File: config.mk
export PLATFORM = sky130hd
export DESIGN_NAME = num_counter
export DESIGN_NICKNAME = d
export VERILOG_FILES = /design/src/rtl/num_counter_pkg.sv /design/src/rtl/num_counter.sv
export SDC_FILE = /design/constraint.sdc
export NUM_CORES = 1
export LEC_CHECK = 0
export BUFFER_PORTS_ARGS = -buffer_cell sky130_fd_sc_hd__clkbuf_2
export CAP_MARGIN = 15
export CELL_PAD_IN_SITES_DETAIL_PLACEMENT = 0
export CELL_PAD_IN_SITES_GLOBAL_PLACEMENT = 2
export CORE_ASPECT_RATIO = 1.25
export CORE_MARGIN = 2
export CORE_UTILIZATION = 31
export CTS_BUF_LIST = sky130_fd_sc_hd__clkbuf_16
export DETAILED_ROUTE_END_ITERATION = 10
export GPL_TIMING_DRIVEN = 1
export HOLD_SLACK_MARGIN = 0.1
export PLACE_DENSITY = 0.89
export SLEW_MARGIN = 15
export SYNTH_ARGS = -nofsm -noshare
export SYNTH_HDL_FRONTEND = slang
export SYNTH_SLANG_ARGS = --single-unit
File: constraint.sdc
create_clock -name clk -period 6.97 [get_ports clk]
set_input_delay 0 -clock clk [delete_from_list [all_inputs] [get_ports clk]]
set_output_delay 0 -clock clk [all_outputs]
set_load 0.01 [all_outputs]
File: src/rtl/num_counter_pkg.sv
// ============================================================================
// Module      : num_counter_pkg
// Description : Shared width and count type for num_counter and the FSMs
//               that compute its load values.
// Revision    : 1.0 - initial release
// ============================================================================
`default_nettype none

package num_counter_pkg;

    localparam int COUNTER_W = 16;

    typedef logic [COUNTER_W-1:0] count_t;

endpackage : num_counter_pkg

`default_nettype wire

File: src/rtl/num_counter.sv
// ============================================================================
// Module      : num_counter
// Description : Loadable saturating down-counter with zero detect.
// Revision    : 1.0 - initial release
// ============================================================================
`default_nettype none

module num_counter
    import num_counter_pkg::*;
#(
    parameter int WIDTH = COUNTER_W
) (
    input  logic             clk,
    input  logic             rst,
    input  logic [WIDTH-1:0] inVal,
    input  logic             dec,
    output logic             isZero,
    output logic [WIDTH-1:0] count
);

    generate
        if (WIDTH < 1) begin : g_width_check
            $fatal(1, "num_counter: WIDTH must be at least 1");
        end
    endgenerate

    logic [WIDTH-1:0] r_cnt;
    logic             w_zero;

    assign w_zero = (r_cnt == '0);

    // Decrement is gated by zero detect so the count saturates instead of wrapping.
    always_ff @(posedge clk) begin
        if (rst) begin
            r_cnt <= inVal;
        end else if (dec && !w_zero) begin
            r_cnt <= r_cnt - 1'b1;
        end
    end

    assign isZero = w_zero;
    assign count  = r_cnt;

`ifndef SYNTHESIS
    logic r_chk_armed;

    always_ff @(posedge clk) begin
        if (rst) begin
            r_chk_armed <= 1'b1;
        end
    end

    a_no_underflow : assert property (@(posedge clk)
        (r_chk_armed && !rst && w_zero) |=> (r_cnt == '0))
        else $error("num_counter: count wrapped below zero");

    a_zero_consistent : assert property (@(posedge clk)
        r_chk_armed |-> (isZero == (count == '0)))
        else $error("num_counter: isZero disagrees with count");

    a_no_increase : assert property (@(posedge clk)
        (r_chk_armed && !rst) |=> (r_cnt <= $past(r_cnt)))
        else $error("num_counter: count increased without reset");
`endif

endmodule : num_counter

`default_nettype wire

# Word level (Yosys, flattened, before mapping)
# Cells that the tools add are included.
[totals]
ff_bits = 16
out_inout_bits = 17
wordCells = 8
[classes]
addsub = 1
n_mux = 2
n_reduce_logical = 4
[ops]
columns = ["op", "n"]
rows = [
  ["two-way mux 16 bit", 2],
  ["logical NOT 16 bit", 1],
  ["subtractor 16 x 1 -> 16 bit (second input constant)", 1],
  ["nonzero test 2 bit", 1],
  ["logical AND 1 bit", 1],
  ["logical NOT 1 bit", 1],
]

# Logic depth before layout (Yosys ltp)
[logic_depth]
word_depth = 5
ltp_mapped = 6
mapped_depth_nobuf = 6

# Worst setup path after synthesis
# No wires, ideal clock.
[synth_path]
path_kind = "reg2reg"
from = "register r_cnt[0], in the netlist count[0]"
to = "register r_cnt[0], in the netlist count[0] (enable)"
t_arrival_ns = 2.099
path_slack_ns = 4.494
path_stages_with_launch = 7
period_less_slack_ns = 2.476
path_cell_list = "edfxtp_1 -> inv_1 -> ha_1 -> nor3b_2 -> nand3_1 -> nor4_1 -> o21bai_1"
[synth_via]
elab_chain_cells = 4
[synth_lines]
columns = ["element", "line", "text"]
rows = [
  ["from (decl)", "num_counter.sv:27", "logic [WIDTH-1:0] r_cnt;"],
  ["from (signal assigned)", "num_counter.sv:35", "r_cnt <= inVal;"],
  ["from (signal assigned)", "num_counter.sv:37", "r_cnt <= r_cnt - 1'b1;"],
  ["logical NOT 16 bit", "num_counter.sv:30", "assign w_zero = (r_cnt == '0);"],
  ["net isZero", "num_counter.sv:17", "output logic isZero,"],
  ["logical NOT 1 bit", "num_counter.sv:36", "end else if (dec && !w_zero) begin"],
  ["logical AND 1 bit", "num_counter.sv:36", ""],
  ["nonzero test 2 bit (no line)", "n/a", ""],
]
# The timed path passes the listed nets, and every way through them passes these cells.
# A chain may end at the register's enable or synchronous reset.

# Final worst setup path
[layout_path]
from = "register r_cnt[0], in the netlist count[0]"
to = "register r_cnt[9], in the netlist count[9] (enable)"
[layout_via]
elab_chain_cells = 4
[layout_lines]
columns = ["element", "line"]
rows = [
  ["logical NOT 16 bit", "num_counter.sv:30"],
  ["logical NOT 1 bit", "num_counter.sv:36"],
  ["logical AND 1 bit", "num_counter.sv:36"],
  ["nonzero test 2 bit (no line)", "n/a"],
]
# Every way passes these cells.

==> summary.md <==
| Metric | Value |
|---|---|
| Syn. warnings | `0` |
| Dominant register cell in the synthesized netlist | `edfxtp_1` |
| Finish-stage setup viols | `0` |
| Total global routing track utilization | `0.157` |
| CTS clk-pin slew, worst paths | `about 0.050 ns` |
| Worst-path fanout max | `9` |
| Slack of the worst reg-to-reg path | `4.46 ns` |
| Number of enable flip-flop cells after synthesis | `16` |
| Share of layout cells above drive strength 1 | `0.310` |
| Num Clock Sinks | `16` |
| Vias | `890` |
| Class of the worst hold path | `input port to flip-flop` |
| Post-Syn Instances | `a little over 90` |
| Share of async-settable or async-resettable flops after synthesis | `0` |
| Total count of max-transition violations in the final report | `0` |
| Critical path launch point type | `flip-flop` |
| Final setup TNS | `0 ns` |
| Status | `finished clean` |
| Final antenna diode count | `0` |
| Filler cells | `around 280` |
| Slew at the pin closest to its max-slew limit | `0.890 ns` |
| Element type at the critical path end | `flip-flop` |
| Data required time of the critical path | `6.97 ns` |
| Total Die Area | `approximately 3600 µm²` |
| I/O pin count | `36` |
| Number of hold-slack violations in the final timing report | `0` |
| Vias per cell | `a little under 5` |
| Commonest cells post-synth | `edfxtp_1, nand2_1, o21ai_0` |
| Number of remaining DRC errors | `0` |
| Number of port buffers | `35` |
| Setup Buffers After CTS | `0` |
| Largest net degree at the start of global routing | `34` |
| Top cells by area, synth | `edfxtp_1, o21ai_0, xor2_1, nand2_1, xnor2_1` |
| TritonRoute pass-1 iters | `4` |
| Unrepaired setup endpoints after global routing | `false` |
| Min-Delay Path Depth | `3` |
| Number of cells in the finished layout apart from fillers | `around 180` |
| Share of the clock period used by the worst path after layout | `0.360` |
| Resized cells post-CTS | `0` |
| Total global routing overflow | `0` |
| Initial cell density of the core | `0.328` |
| Cell variety after synth | `26` |
| Number of flip-flops under the largest register name | `16` |
| HPWL reported at the end of detailed placement | `about 1700 µm` |
| Final antenna-violating net count | `0` |
| Worst VDD drop | `between 150 and 200 µV` |
| Max Root-Sink Buffers | `2` |
| Max-cap violations | `0` |
| H-tree depth | `1` |
| Net count, final | `166` |
| Highest clock rate | `about 400 MHz` |
| Chip height | `66.4 µm` |
| Cells after DPL | `around 160` |
| Width of the die | `about 54 µm` |
| Netlist area before placement | `between 900 and 1000 µm²` |
| Initial DRC count | `29` |
| Antenna violations before repair | `0` |
| CP arrival | `2.51 ns` |
| Total clock buffers created by CTS | `3` |
| Average cell area after synthesis | `10.4 µm²` |
| Number of global-route vias before repair | `950` |
| Worst setup skew after layout | `0.00385 ns` |
| Crit path kind | `flip-flop to flip-flop` |
| Wire length per cell after detailed routing | `about 13 µm` |
| Area growth from synthesis to layout | `46.1%` |
| Source-to-sink clock delay at the later pin of the worst-skew pair | `between 0.2 and 0.25 ns` |
| Post-synthesis net count | `about 110` |
| Num rows | `22` |
| Clock tree from TritonCTS | `built` |
| Total routed wirelength | `2410 µm` |
| Placer Congestion | `0.766` |
| Portion of synthesized cell area occupied by the leading cell type | `0.497` |
| Power Dens Cells | `roughly 220 nW/µm²` |
| Worst reg2reg path depth | `7` |
| Leakage power | `0.569 nW` |
| Minimum period implied by the final worst setup slack | `approximately 2.5 ns` |
| Portion of the post-synthesis area used by sequential elements | `0.497` |
| Synthesis-stage register bit count | `16` |
| Dominant cell type by area after synthesis | `edfxtp_1` |
| Total power after layout | `0.310 mW` |
| Wire length of the first global-routing pass | `4080 µm` |
| Placeable core region | `2950 µm²` |
| Clock root buffer | `clkbuf_16` |
| Tightest slew margin relative to the limit | `0.405` |
==> what timing repair did <==
item                                    in CTS  in global routing
hold buffers                                15                  0
hold endpoints to repair                    15                  0
endpoints found under the setup margin       0                  0
==> layout by cell type, fill, tap and decap left out, drive strengths merged, types with 2 or more instances in the layout <==
master,n
clkbuf,38
nand2,16
edfxtp,16
dlygate4sd3,15
o21ai,14
xor2,7
xnor2,4
nor2,4
nand3,4
o31a,3
inv,3
nor4,3
nor3,3
nand2b,2
nor2b,2
nand4,2
==> cell type report <==
| cell class | count | area (µm²) | share of cell area |
|---|---|---|---|
| Clock buffer | 3 | 75.1 | 0.0532 |
| Clock inverter | 1 | 3.75 | 0.00266 |
| Inverter | 3 | 11.3 | 0.00798 |
| Multi-Input combinational cell | 71 | 463 | 0.328 |
| Sequential cell | 16 | 480 | 0.340 |
| Tap cell | 36 | 45.0 | 0.0319 |
| Timing Repair Buffer | 51 | 333 | 0.236 |
==> critical path, stage by stage, from the launching register on <==
cell      delay (ns)
edfxtp_1        0.47
inv_1           0.10
ha_1            0.17
nor3b_2         0.37
nand3_1         0.22
nor4_1          0.29
o21bai_1        0.35
buf_4           0.30
==> worst paths after layout <==
path	to	from
worst min register to register	count[12]	count[12]
worst max register to register	count[9]	count[0]
worst max-delay path	count[9]	count[0]
worst min-delay path	count[15]	inVal[15]
==> routing by layer <==
metal	track usage	vias up	wire length, µm
li1	-	444	-
met3	0.0249	2	104
met4	0.0577	0	20
met5	0	-	0
met2	0.282	27	1360
met1	0.178	417	928
==> cell families after synthesis <==
group	after synthesis	share of synthesized area
flops	16	0.497
compound gates	18	0.108
fa+ha+maj	1	0.0130
xor+xnor	11	0.0997
buf+inv	6	0.0233
mux	1	0.0117
simple gates	40	0.247
==> metrics by stage <==
| stage | setup WS (ns) | utilization | instance area [µm²] | hold slack, ns |
|---|---|---|---|---|
| floorplan | 4.49 | - | 966 | 0.185 |
| global placement | 4.61 | 0.401 | 1180 | 0.283 |
| detailed placement | 4.44 | 0.401 | 1180 | 0.292 |
| CTS | 4.45 | 0.479 | 1410 | 0.147 |
| global route | 4.19 | 0.479 | 1410 | 0.174 |
| finish | 4.46 | 0.479 | 1410 | 0.141 |
==> power breakdown <==
part | switching, mW | total [mW] | internal [mW]
registers | 0.0160 | 0.137 | 0.121
logic | 0.0299 | 0.0608 | 0.0309
clock network | 0.0364 | 0.112 | 0.0761
total | 0.0823 | 0.310 | 0.228
No activity file was read; power rests on OpenSTA's default activity.
